### src/rtl/cdb_arbiter.sv
// Common data bus arbiter: queues ALU and LSB results in private FIFOs and
// broadcasts one result per cycle, alternating between sources on contention.
module cdb_arbiter #(
   parameter int ROB_IDX_W  = 4,
   parameter int DATA_W     = 32,
   parameter int FIFO_DEPTH = 2
) (
   input  logic                 clk_in,
   input  logic                 rst_in,
   input  logic                 rdy_in,
   input  logic                 clr_in,

   input  logic                 alu_ready,
   input  logic [ROB_IDX_W-1:0] alu_rob_index,
   input  logic [DATA_W-1:0]    alu_result,
   output logic                 alu_full,

   input  logic                 lsb_ready,
   input  logic [ROB_IDX_W-1:0] lsb_rob_index,
   input  logic [DATA_W-1:0]    lsb_result,
   output logic                 lsb_full,

   output logic                 cdb_valid,
   output logic [ROB_IDX_W-1:0] cdb_rob_index,
   output logic [DATA_W-1:0]    cdb_result,
   output logic                 cdb_src
);

   localparam int PTR_W = (FIFO_DEPTH > 1) ? $clog2(FIFO_DEPTH) : 1;
   localparam int CNT_W = PTR_W + 1;
   localparam logic [CNT_W-1:0] CNT_FULL = CNT_W'(FIFO_DEPTH);
   localparam logic [CNT_W-1:0] CNT_ONE  = CNT_W'(1);
   localparam logic [PTR_W-1:0] PTR_ONE  = PTR_W'(1);
   localparam logic SRC_ALU = 1'b0;
   localparam logic SRC_LSB = 1'b1;

   // Handshake: src_ready is a single-cycle valid with no ready/ack; src_full
   // is the back-pressure and a source must not offer a result while it is
   // high. An entry offered while full is dropped without any state change.

   logic [ROB_IDX_W-1:0] alu_tag_q [FIFO_DEPTH];
   logic [ROB_IDX_W-1:0] alu_tag_d [FIFO_DEPTH];
   logic [DATA_W-1:0]    alu_data_q [FIFO_DEPTH];
   logic [DATA_W-1:0]    alu_data_d [FIFO_DEPTH];
   logic [PTR_W-1:0]     alu_wr_ptr_q, alu_wr_ptr_d;
   logic [PTR_W-1:0]     alu_rd_ptr_q, alu_rd_ptr_d;
   logic [CNT_W-1:0]     alu_cnt_q, alu_cnt_d;

   logic [ROB_IDX_W-1:0] lsb_tag_q [FIFO_DEPTH];
   logic [ROB_IDX_W-1:0] lsb_tag_d [FIFO_DEPTH];
   logic [DATA_W-1:0]    lsb_data_q [FIFO_DEPTH];
   logic [DATA_W-1:0]    lsb_data_d [FIFO_DEPTH];
   logic [PTR_W-1:0]     lsb_wr_ptr_q, lsb_wr_ptr_d;
   logic [PTR_W-1:0]     lsb_rd_ptr_q, lsb_rd_ptr_d;
   logic [CNT_W-1:0]     lsb_cnt_q, lsb_cnt_d;

   logic                 last_grant_q, last_grant_d;
   logic                 cdb_valid_q, cdb_valid_d;
   logic [ROB_IDX_W-1:0] cdb_tag_q, cdb_tag_d;
   logic [DATA_W-1:0]    cdb_data_q, cdb_data_d;
   logic                 cdb_src_q, cdb_src_d;

   logic alu_nonempty, lsb_nonempty;
   logic grant_alu, grant_lsb;
   logic alu_push, alu_pop, lsb_push, lsb_pop;

   assign alu_full = (alu_cnt_q == CNT_FULL);
   assign lsb_full = (lsb_cnt_q == CNT_FULL);

   assign cdb_valid     = cdb_valid_q;
   assign cdb_rob_index = cdb_tag_q;
   assign cdb_result    = cdb_data_q;
   assign cdb_src       = cdb_src_q;

   // On a tie the source that did not win last time gets the bus.
   always_comb begin
      alu_nonempty = (alu_cnt_q != '0);
      lsb_nonempty = (lsb_cnt_q != '0);
      grant_alu    = alu_nonempty && (!lsb_nonempty || (last_grant_q == SRC_LSB));
      grant_lsb    = lsb_nonempty && (!alu_nonempty || (last_grant_q == SRC_ALU));
   end

   always_comb begin
      alu_push = rdy_in && !clr_in && alu_ready && !alu_full;
      lsb_push = rdy_in && !clr_in && lsb_ready && !lsb_full;
      alu_pop  = rdy_in && !clr_in && grant_alu;
      lsb_pop  = rdy_in && !clr_in && grant_lsb;
   end

   always_comb begin
      alu_tag_d    = alu_tag_q;
      alu_data_d   = alu_data_q;
      alu_wr_ptr_d = alu_wr_ptr_q;
      alu_rd_ptr_d = alu_rd_ptr_q;
      alu_cnt_d    = alu_cnt_q;
      lsb_tag_d    = lsb_tag_q;
      lsb_data_d   = lsb_data_q;
      lsb_wr_ptr_d = lsb_wr_ptr_q;
      lsb_rd_ptr_d = lsb_rd_ptr_q;
      lsb_cnt_d    = lsb_cnt_q;
      last_grant_d = last_grant_q;
      cdb_valid_d  = cdb_valid_q;
      cdb_tag_d    = cdb_tag_q;
      cdb_data_d   = cdb_data_q;
      cdb_src_d    = cdb_src_q;

      if (clr_in) begin
         // Flush empties both queues but keeps the fairness history.
         alu_wr_ptr_d = '0;
         alu_rd_ptr_d = '0;
         alu_cnt_d    = '0;
         lsb_wr_ptr_d = '0;
         lsb_rd_ptr_d = '0;
         lsb_cnt_d    = '0;
         cdb_valid_d  = 1'b0;
      end else if (rdy_in) begin
         if (alu_push) begin
            alu_tag_d[alu_wr_ptr_q]  = alu_rob_index;
            alu_data_d[alu_wr_ptr_q] = alu_result;
            alu_wr_ptr_d             = alu_wr_ptr_q + PTR_ONE;
         end
         if (alu_pop) begin
            alu_rd_ptr_d = alu_rd_ptr_q + PTR_ONE;
         end
         if (alu_push && !alu_pop) begin
            alu_cnt_d = alu_cnt_q + CNT_ONE;
         end else if (!alu_push && alu_pop) begin
            alu_cnt_d = alu_cnt_q - CNT_ONE;
         end

         if (lsb_push) begin
            lsb_tag_d[lsb_wr_ptr_q]  = lsb_rob_index;
            lsb_data_d[lsb_wr_ptr_q] = lsb_result;
            lsb_wr_ptr_d             = lsb_wr_ptr_q + PTR_ONE;
         end
         if (lsb_pop) begin
            lsb_rd_ptr_d = lsb_rd_ptr_q + PTR_ONE;
         end
         if (lsb_push && !lsb_pop) begin
            lsb_cnt_d = lsb_cnt_q + CNT_ONE;
         end else if (!lsb_push && lsb_pop) begin
            lsb_cnt_d = lsb_cnt_q - CNT_ONE;
         end

         if (alu_pop) begin
            cdb_valid_d  = 1'b1;
            cdb_tag_d    = alu_tag_q[alu_rd_ptr_q];
            cdb_data_d   = alu_data_q[alu_rd_ptr_q];
            cdb_src_d    = SRC_ALU;
            last_grant_d = SRC_ALU;
         end else if (lsb_pop) begin
            cdb_valid_d  = 1'b1;
            cdb_tag_d    = lsb_tag_q[lsb_rd_ptr_q];
            cdb_data_d   = lsb_data_q[lsb_rd_ptr_q];
            cdb_src_d    = SRC_LSB;
            last_grant_d = SRC_LSB;
         end else begin
            cdb_valid_d  = 1'b0;
         end
      end
   end

   always_ff @(posedge clk_in) begin
      if (rst_in) begin
         for (int i = 0; i < FIFO_DEPTH; i++) begin
            alu_tag_q[i]  <= '0;
            alu_data_q[i] <= '0;
            lsb_tag_q[i]  <= '0;
            lsb_data_q[i] <= '0;
         end
         alu_wr_ptr_q <= '0;
         alu_rd_ptr_q <= '0;
         alu_cnt_q    <= '0;
         lsb_wr_ptr_q <= '0;
         lsb_rd_ptr_q <= '0;
         lsb_cnt_q    <= '0;
         last_grant_q <= SRC_LSB;
         cdb_valid_q  <= 1'b0;
         cdb_tag_q    <= '0;
         cdb_data_q   <= '0;
         cdb_src_q    <= SRC_ALU;
      end else begin
         alu_tag_q    <= alu_tag_d;
         alu_data_q   <= alu_data_d;
         alu_wr_ptr_q <= alu_wr_ptr_d;
         alu_rd_ptr_q <= alu_rd_ptr_d;
         alu_cnt_q    <= alu_cnt_d;
         lsb_tag_q    <= lsb_tag_d;
         lsb_data_q   <= lsb_data_d;
         lsb_wr_ptr_q <= lsb_wr_ptr_d;
         lsb_rd_ptr_q <= lsb_rd_ptr_d;
         lsb_cnt_q    <= lsb_cnt_d;
         last_grant_q <= last_grant_d;
         cdb_valid_q  <= cdb_valid_d;
         cdb_tag_q    <= cdb_tag_d;
         cdb_data_q   <= cdb_data_d;
         cdb_src_q    <= cdb_src_d;
      end
   end

endmodule

### config.mk
export PLATFORM = sky130hd
export DESIGN_NAME = cdb_arbiter
export DESIGN_NICKNAME = d
export VERILOG_FILES = /design/src/rtl/cdb_arbiter.sv
export SDC_FILE = /design/constraint.sdc
export NUM_CORES = 1
export LEC_CHECK = 0
export ABC_CLOCK_PERIOD_IN_PS = 4950
export CAP_MARGIN = 5
export CORE_MARGIN = 3
export CORE_UTILIZATION = 58
export CTS_CLUSTER_DIAMETER = 200
export DETAILED_ROUTE_END_ITERATION = 10
export GPL_TIMING_DRIVEN = 1
export PLACE_DENSITY = 0.93
export REMOVE_ABC_BUFFERS = 1
export SLEW_MARGIN = 20
export SYNTH_ARGS = -nofsm -noshare
export SYNTH_HDL_FRONTEND = slang
export SYNTH_SLANG_ARGS = --single-unit
### constraint.sdc
create_clock -name clk_in -period 4.95 [get_ports clk_in]
set_input_delay 0.7425 -clock clk_in [delete_from_list [all_inputs] [get_ports clk_in]]
set_output_delay 0.7425 -clock clk_in [all_outputs]
set_load 0.02 [all_outputs]
==> flow_summary.toml, run 1 <==
[placement]
post-place-ws_ns = 1.63
dp.final_hpwl_um = 11500
io_buffers = 117
gp_congestion = 0.820

[die]
initial_core_util_pct = 60.2
core_sq_um = 12800
rows = 41
num_io_pins = 118
chipHeight_um = 121
die_area_sq_um = 14700
die_x_um = 121

[clocking]
cts_tree = "built"
clockBufferDepth = 2
cts_htree_levels = 4
hold_buffers = 0
path_clk_slew_ns = 0.06
cts.sinks = 191
insertion_delay_ns = 0.44
cts_root_buf = "clkbuf_16"
cts_inserted_buffers = 17
cts-resized-gates = 0
post-cts-setup-buffers = 0

[synthesis]
async_reset_ff_share_pct = 0
yosysTopAreaCellShare_pct = 49.5
yosys_warnings = 0
synth-seq-cells = 191
synth-seq-area-share_pct = 49.5
yosys_most_used_dff = "dfxtp_1"
syn_inst = 936
avgSynthCellArea_sq_um = 8.25
synth_edf_count = 0
syn-cell-area_sq_um = 7720
synth_cell_types = 33
yosys-top-cells-area = "dfxtp_1 (50%), nand2_1 (14%), a21oi_1 (9.5%), mux2_2 (4.2%), a211oi_1 (2.9%)"
synth.largest_area_cell = "dfxtp_1"

[final_layout]
multi_input_area_sq_um = 3540
final-seq-area_sq_um = 3830
n_fill_cell = 894
drive_above_1_share_pct = 8.38
finalNetCount = 1093
syn_to_final_growth_pct = 23.3
diodes = 0

[power_and_ir_drop]
irDropWorstVdd_uv = 248
powerDensity_nw_per_um2 = 347
p_leak_uw = 0.00327

[route]
firstDrtPassIters = 5
routed_wl_um = 19200
vias_per_cell = 5.63
drc_errors = 0
vias = 6747
drt_iter0_drc = 649
postRouteAntennaNets = 0
wire_per_inst_um = 16.0

[timing]
finalSetupTns_ns = 0
skew_ns = 0.00879
grt_setup_unrepaired = "false"
fin_crit_sh_pct = 59.5
fin_crit_ns = 2.95
final_hold_viol_count = 0
setup_viol = 0
fmax_ghz = 0.339
max_slew_margin_pct = 32.7
tightest_slew_ns = 1.01
slew_violations = 0
setup_ws_ns = 2.00

[min_path]
holdCritPathClass = "register to register"
min_path_cells = 2

[global_route]
grt_use_met3_pct = 6.99
grt_pass1_vias = 6396
grt_util_met2_pct = 43.6
track_usage_pct = 26.4
grt_pass1_wl_um = 31100
grt-ovfl-total = 0
grt_max_degree = 110
grt-busiest-layer = "met2"
antenna_found_initial = 0
grtUsageMet1_pct = 33.0

[setup_path]
crit_type = "primary input to register"
critPathCaptureType = "register"
reg2reg_depth = 8
cp_data_required_time_ns = 5.27
critical_path.startpoint_type = "primary input"
arrival_ns = 3.27
path_max_fanout = 35
r2r_slack_ns = 2.62

[flow_run]
cap_viol_max_count = 0

[outcome]
outcome = "finished clean"
## cells in the final DEF, fill, tap and decap left out, drive strengths merged, types with 13 or more instances in the layout
master	Yosys	final
o22ai	29	29
buf	35	13
mux2i	16	16
clkdlybuf4s50	0	116
nor3	41	41
a211oi	30	30
nand2	292	292
a21oi	146	146
dfxtp	191	191
clkbuf	36	18
nor2b	30	30
mux2	29	29
nor2	13	13
## worst paths after layout
check                 start             end
max                  rdy_in    alu_cnt_q[1]
min          lsb_data_q[47]  lsb_data_q[47]
max reg2reg    lsb_cnt_q[0]    alu_cnt_q[1]
min reg2reg  lsb_data_q[47]  lsb_data_q[47]
## power by group
group / switching, uW / total, uW / leakage [uW] / internal, uW
Clock: 587 / 1500 / 0.000320 / 909
Combinational: 114 / 221 / 0.00140 / 107
Sequential: 16.5 / 1580 / 0.00155 / 1560
## metal layers
layer	wire (um)	vias up	share of wire [%]
met2	9320	251	49
li1	-	3325	-
met5	0	-	0
met4	378	0	2.0
met3	1380	43	7.2
met1	8110	3128	42
## state kept, by name (all words and copies together) (netlist names)
signal / flops
lsb_wr_ptr_q: 1
alu_rd_ptr_q: 1
alu_wr_ptr_q: 1
lsb_data_q: 64
lsb_rd_ptr_q: 1
cdb_result: 32
lsb_tag_q: 8
lsb_cnt_q: 2
alu_tag_q: 8
last_grant_q: 1
cdb_src: 1
alu_cnt_q: 2
alu_data_q: 64
cdb_rob_index: 4
cdb_valid: 1
## area by class of cell
| class | instances | area share, % |
|---|---|---|
| multi-input cells | 667 | 37.2 |
| clock buffers | 18 | 4.61 |
| flip-flops and latches | 191 | 40.2 |
| clock inverters | 14 | 2.23 |
| repair buffers | 129 | 13.3 |
| inverters | 7 | 0.276 |
| well taps | 172 | 2.26 |
## Yosys cell counts, types with 2 or more instances
cell / instances
buf_6: 6
a211oi_1: 30
inv_2: 3
xnor2_1: 7
clkbuf_1: 36
mux2_2: 29
inv_1: 4
buf_1: 3
buf_2: 26
nand4b_1: 2
xor2_1: 3
nor3_1: 41
and4_1: 2
nand2_1: 292
mux2i_1: 16
nor4b_4: 2
nand4_1: 2
o21ai_0: 2
ha_1: 2
nor2_1: 13
or2b_2: 2
o22ai_1: 29
nor2b_1: 30
a211o_1: 8
and3_1: 3
a21oi_1: 146
dfxtp_1: 191
## cell families after synthesis
group           Yosys count  share of synthesized area [%]
compound gates          217                           16.0
buf+inv                  78                           4.80
mux                      45                           6.30
fa+ha+maj                 2                          0.324
flops                   191                           49.5
simple gates            393                           21.9
xor+xnor                 10                           1.13
## through the flow
stage               std cells  utilization, %  hold slack, ns  total power (uW)  cell area (sq um)
detailed placement       1166            69.2           0.442              1830               8870
CTS                      1198            74.2           0.451              3300               9520
floorplan                 865               -           0.426              1700               7380
global placement         1166            69.2           0.438              1830               8870
finish                   1198            74.2           0.450              3300               9520
global route             1198            74.2           0.468              3390               9520
## critical path: stages
cell and delay [ns]:
clkdlybuf4s50_1 0.54, nor2b_1 0.48, and3_1 0.32, inv_2 0.31, ha_1 0.39, nor2b_1 0.18, nand2_1 0.09, xor2_1 0.15
nor2_1 0.05
No activity file was read; power rests on OpenSTA's default activity.
==> inputs of run 2 (changes only) <==
Settings changed: ABC_CLOCK_PERIOD_IN_PS 4950 to 2660, CORE_UTILIZATION 58 to 49, PLACE_DENSITY 0.93 to 0.84.
Clock period 4.95 ns to 2.66 ns, I/O delays scaled along.
==> run 2 against run 1 <==
Against the previous run: routed wire length is 3.7% higher; sequential share of layout area is 0.84 points lower; clock-buffer cell count is 1 higher; first-iteration DRC count is 17% lower; sequential power is 86% higher; die area is 17% higher; via count is 1.2% lower; register-to-register slack worse by 1.8 ns.
==> flow_summary.toml, run 2 (synthesis results as in run 1) <==
[power_and_ir_drop]
p_leak_uw = 0.00333
irDropWorstVdd_uv = 505
powerDensity_nw_per_um2 = 624
p_total_uw = 6060

[global_route]
grt-ovfl-total = 0
antenna_found_initial = 0
grt_max_degree = 76
grtUsageMet1_pct = 29.5
grt_pass1_wl_um = 32800
grt_util_met2_pct = 39.7
grt_pass1_vias = 6487
track_usage_pct = 23.2
grt-busiest-layer = "met2"
grt_use_met3_pct = 4.98

[placement]
gp_congestion = 0.805
io_buffers = 117
dp.final_hpwl_um = 12700

[clocking]
cts_inserted_buffers = 17
path_clk_slew_ns = 0.07
cts_root_buf = "clkbuf_16"
hold_buffers = 0
cts_tree = "built"
cts.sinks = 191
insertion_delay_ns = 0.43
cts_htree_levels = 4
post-cts-setup-buffers = 0
cts-resized-gates = 0
clockBufferDepth = 2

[die]
core_sq_um = 15300
rows = 45
die_area_sq_um = 17300
chipHeight_um = 132
die_x_um = 132
initial_core_util_pct = 50.4
num_io_pins = 118

[timing]
fin_crit_sh_pct = 86.1
fin_crit_ns = 2.29
skew_ns = 0.00593
max_slew_margin_pct = 58.6
grt_setup_unrepaired = "false"
setup_viol = 0
finalSetupTns_ns = 0
fmax_ghz = 0.437
tightest_slew_ns = 0.619
final_hold_viol_count = 0
slew_violations = 0

[final_layout]
n_fill_cell = 1329
syn_to_final_growth_pct = 26.0
final_cell_mix = "nand2_1 (292), dfxtp_1 (189), a21oi_1 (145)"
drive_above_1_share_pct = 10.1
diodes = 0
layout_commonest_cell = "nand2_1"
finalNetCount = 1111

[route]
postRouteAntennaNets = 0
vias = 6664
firstDrtPassIters = 6
drc_errors = 0
wire_per_inst_um = 15.9
vias_per_cell = 5.31
drt_iter0_drc = 538
routed_wl_um = 19900

[outcome]
outcome = "finished clean"

[setup_path]
arrival_ns = 1.89
path_max_fanout = 5
critical_path.startpoint_type = "register"
cp_data_required_time_ns = 2.26
r2r_slack_ns = 0.78
crit_type = "register to output pin"
critPathCaptureType = "output pin"

[flow_run]
cap_viol_max_count = 0

[min_path]
holdCritPathClass = "primary input to register"
[run 2: changes by cell type in the layout (fill, tap and decap cells not counted), sizes merged]
| cell | delta |
|---|---|
| clkbuf | +1 |
| bufinv | -1 |
| inv | -1 |
| clkinv | -6 |
| buf | +18 |
| clkinvlp | +7 |
[run 2: layout make-up]
cell class	count	area (sq um)	share of cell area (%)
Tap cell	211	264	2.71
Clock inverter	13	189	1.94
Timing Repair Buffer	147	1440	14.8
Multi-Input combinational cell	667	3540	36.4
Clock buffer	19	443	4.55
Sequential cell	191	3830	39.3
Inverter	7	26.3	0.270
[run 2: final timing paths]
kind                       start        endpoint  cells after the start
setup / recovery    lsb_cnt_q[1]        lsb_full                      3
hold / removal            rst_in  alu_data_q[49]                      2
setup reg to reg    lsb_cnt_q[0]    alu_cnt_q[1]                      8
hold reg to reg   lsb_data_q[58]  lsb_data_q[58]                      2
[run 2: worst max-delay path, cell delays in order (launching register included)]
cell and delay, ns:
dfxtp_1 0.39, or2b_2 0.36, inv_2 0.11, clkdlybuf4s50_1 0.61
[run 2: per-layer routing]
layer | part of all wire, % | vias up
met2 | 50 | 176
met5 | 0 | -
met3 | 5.1 | 23
met4 | 1.3 | 0
li1 | - | 3358
met1 | 44 | 3107
[run 2: stage by stage]
step | cells | hold WS (ns) | instance area, sq um | utilization, % | setup WS (ns)
floorplan | 865 | 0.426 | 7380 | - | 0.00586
global placement | 1223 | 0.438 | 9090 | 59.4 | 0.411
detailed placement | 1223 | 0.442 | 9090 | 59.4 | 0.367
CTS | 1255 | 0.327 | 9720 | 63.5 | 0.347
global route | 1255 | 0.355 | 9720 | 63.5 | 0.306
finish | 1255 | 0.339 | 9720 | 63.5 | 0.371
[run 2: power breakdown]
group	total, uW	switching, uW	internal (uW)
combinational	426	215	211
sequential	2940	29.2	2910
clock	2700	1100	1600
total	6060	1340	4720
==> inputs of run 3 (changes only) <==
Settings changed: CORE_UTILIZATION 49 to 57, DONT_BUFFER_PORTS from default to 1, PLACE_DENSITY 0.84 to default, PLACE_DENSITY_LB_ADDON from default to 0.12.
==> run 3 against run 2 <==
Against the previous run: critical endpoint is now alu_cnt_q[1]; sequential power hardly changed; clock power up 4%; die area shrank 13%; sequential share of layout area grew 5.9 points; largest cell class unchanged; non-clock buffer count down 128.
==> flow_summary.toml, run 3 (synthesis results as in run 1) <==
[setup_path]
critical_path.startpoint_type = "register"
arrival_ns = 2.19
crit_type = "register to register"
path_max_fanout = 5
cpPeakStageDelay_ns = 0.36
crit_start = "lsb_cnt_q[0]"
path_buf_inv = 1
crit_family = "simple AND/OR/NAND/NOR gates"
critPathSlowestCell = "dfxtp_1"
r2r_slack_ns = 0.79
crit_path_cell_trace = "o21bai_1 > and3_1 > inv_2 > ha_1 > nor2b_1 > nand2_1 > xor2_1 > nor2_1"
reg2reg_depth = 8
critPathCaptureType = "register"
rr_endpoint = "alu_cnt_q[1]"
cp_data_required_time_ns = 2.97
reg2reg_from = "lsb_cnt_q[0]"

[placement]
io_buffers = 0
gp_congestion = 0.774
dp.final_hpwl_um = 11800
dp.cells = 1056

[power_and_ir_drop]
p_leak_uw = 0.00288
p_total_uw = 5960
irDropWorstVdd_uv = 463
powerDensity_nw_per_um2 = 705

[global_route]
grt-ovfl-total = 0
grt_pass1_wl_um = 30900
grt_pass1_vias = 6192
track_usage_pct = 26.5
antenna_found_initial = 0
grt_max_degree = 192

[final_layout]
final-seq-area_sq_um = 3830
n_fill_cell = 1081
multi_input_area_sq_um = 3540
drive_above_1_share_pct = 10.3
diodes = 0
layout_commonest_cell = "nand2_1"
finalNetCount = 983
syn_to_final_growth_pct = 9.45
final_cell_mix = "nand2_1 (292), dfxtp_1 (189), a21oi_1 (145)"
instances_no_fill = 1088

[timing]
worst_hold_slack_ns = 0.0301
fmax_ghz = 0.534
max_slew_margin_pct = 62.5
fin_crit_sh_pct = 70.4
skew_ns = 0.0163
finalSetupTns_ns = 0
slew_violations = 0
final_hold_viol_count = 0
tightest_slew_ns = 0.560
grt_setup_unrepaired = "false"
fin_crit_ns = 1.87
setup_viol = 0

[die]
core_sq_um = 12900
chipHeight_um = 122
initial_core_util_pct = 59.7
rows = 41
die_area_sq_um = 15000
num_io_pins = 118
die_x_um = 122

[min_path]
hold_end = "alu_data_q[60]"
holdCritPathClass = "primary input to register"
min_path_cells = 1
hp-start = "rst_in"

[clocking]
cts_htree_levels = 4
hold_buffers = 0
cts_root_buf = "clkbuf_16"
clockBufferDepth = 2
cts.sinks = 191
cts_inserted_buffers = 17
insertion_delay_ns = 0.43
cts_tree = "built"
cts-resized-gates = 0
post-cts-setup-buffers = 0
path_clk_slew_ns = 0.07

[flow_run]
cap_viol_max_count = 0

[route]
wire_per_inst_um = 17.8
vias = 6334
routed_wl_um = 19400
firstDrtPassIters = 5
vias_per_cell = 5.82
drc_errors = 0
postRouteAntennaNets = 0
drt_iter0_drc = 486

[outcome]
outcome = "finished clean"
run 3: cell type report:
| type | instances | share of cell area (%) |
|---|---|---|
| Timing Repair Buffer | 19 | 2.13 |
| Clock inverter | 13 | 2.46 |
| Clock buffer | 19 | 5.36 |
| Multi-Input combinational cell | 667 | 41.9 |
| Tap cell | 172 | 2.55 |
| Sequential cell | 191 | 45.3 |
| Inverter | 7 | 0.311 |
run 3: layer usage:
layer	track usage (%)	share of wire, %
met1	30.3	39
met5	0	0
met2	44.7	49
met4	12.0	3.0
met3	9.31	9.5
run 3: metrics by stage:
step	setup slack [ns]	util [%]	area [sq um]
after floorplan	0.00586	-	7380
after global placement	0.741	60.2	7790
after detailed placement	0.694	60.2	7790
after CTS	0.771	65.4	8450
after global routing	0.546	65.4	8450
final	0.786	65.4	8450
run 3: power breakdown:
group / switching (uW) / internal, uW
clock network: 1080 / 1720
logic: 110 / 83.9
registers: 43.9 / 2910
total: 1240 / 4720
run 3: worst max path at each step:
stage / endpoint / cells after the start
finish: alu_cnt_q[1] / 8
global route: alu_cnt_q[1] / 8
CTS: alu_cnt_q[1] / 8
detailed placement: lsb_cnt_q[1] / 7
global placement: lsb_cnt_q[1] / 7
floorplan: cdb_result[17] / 4
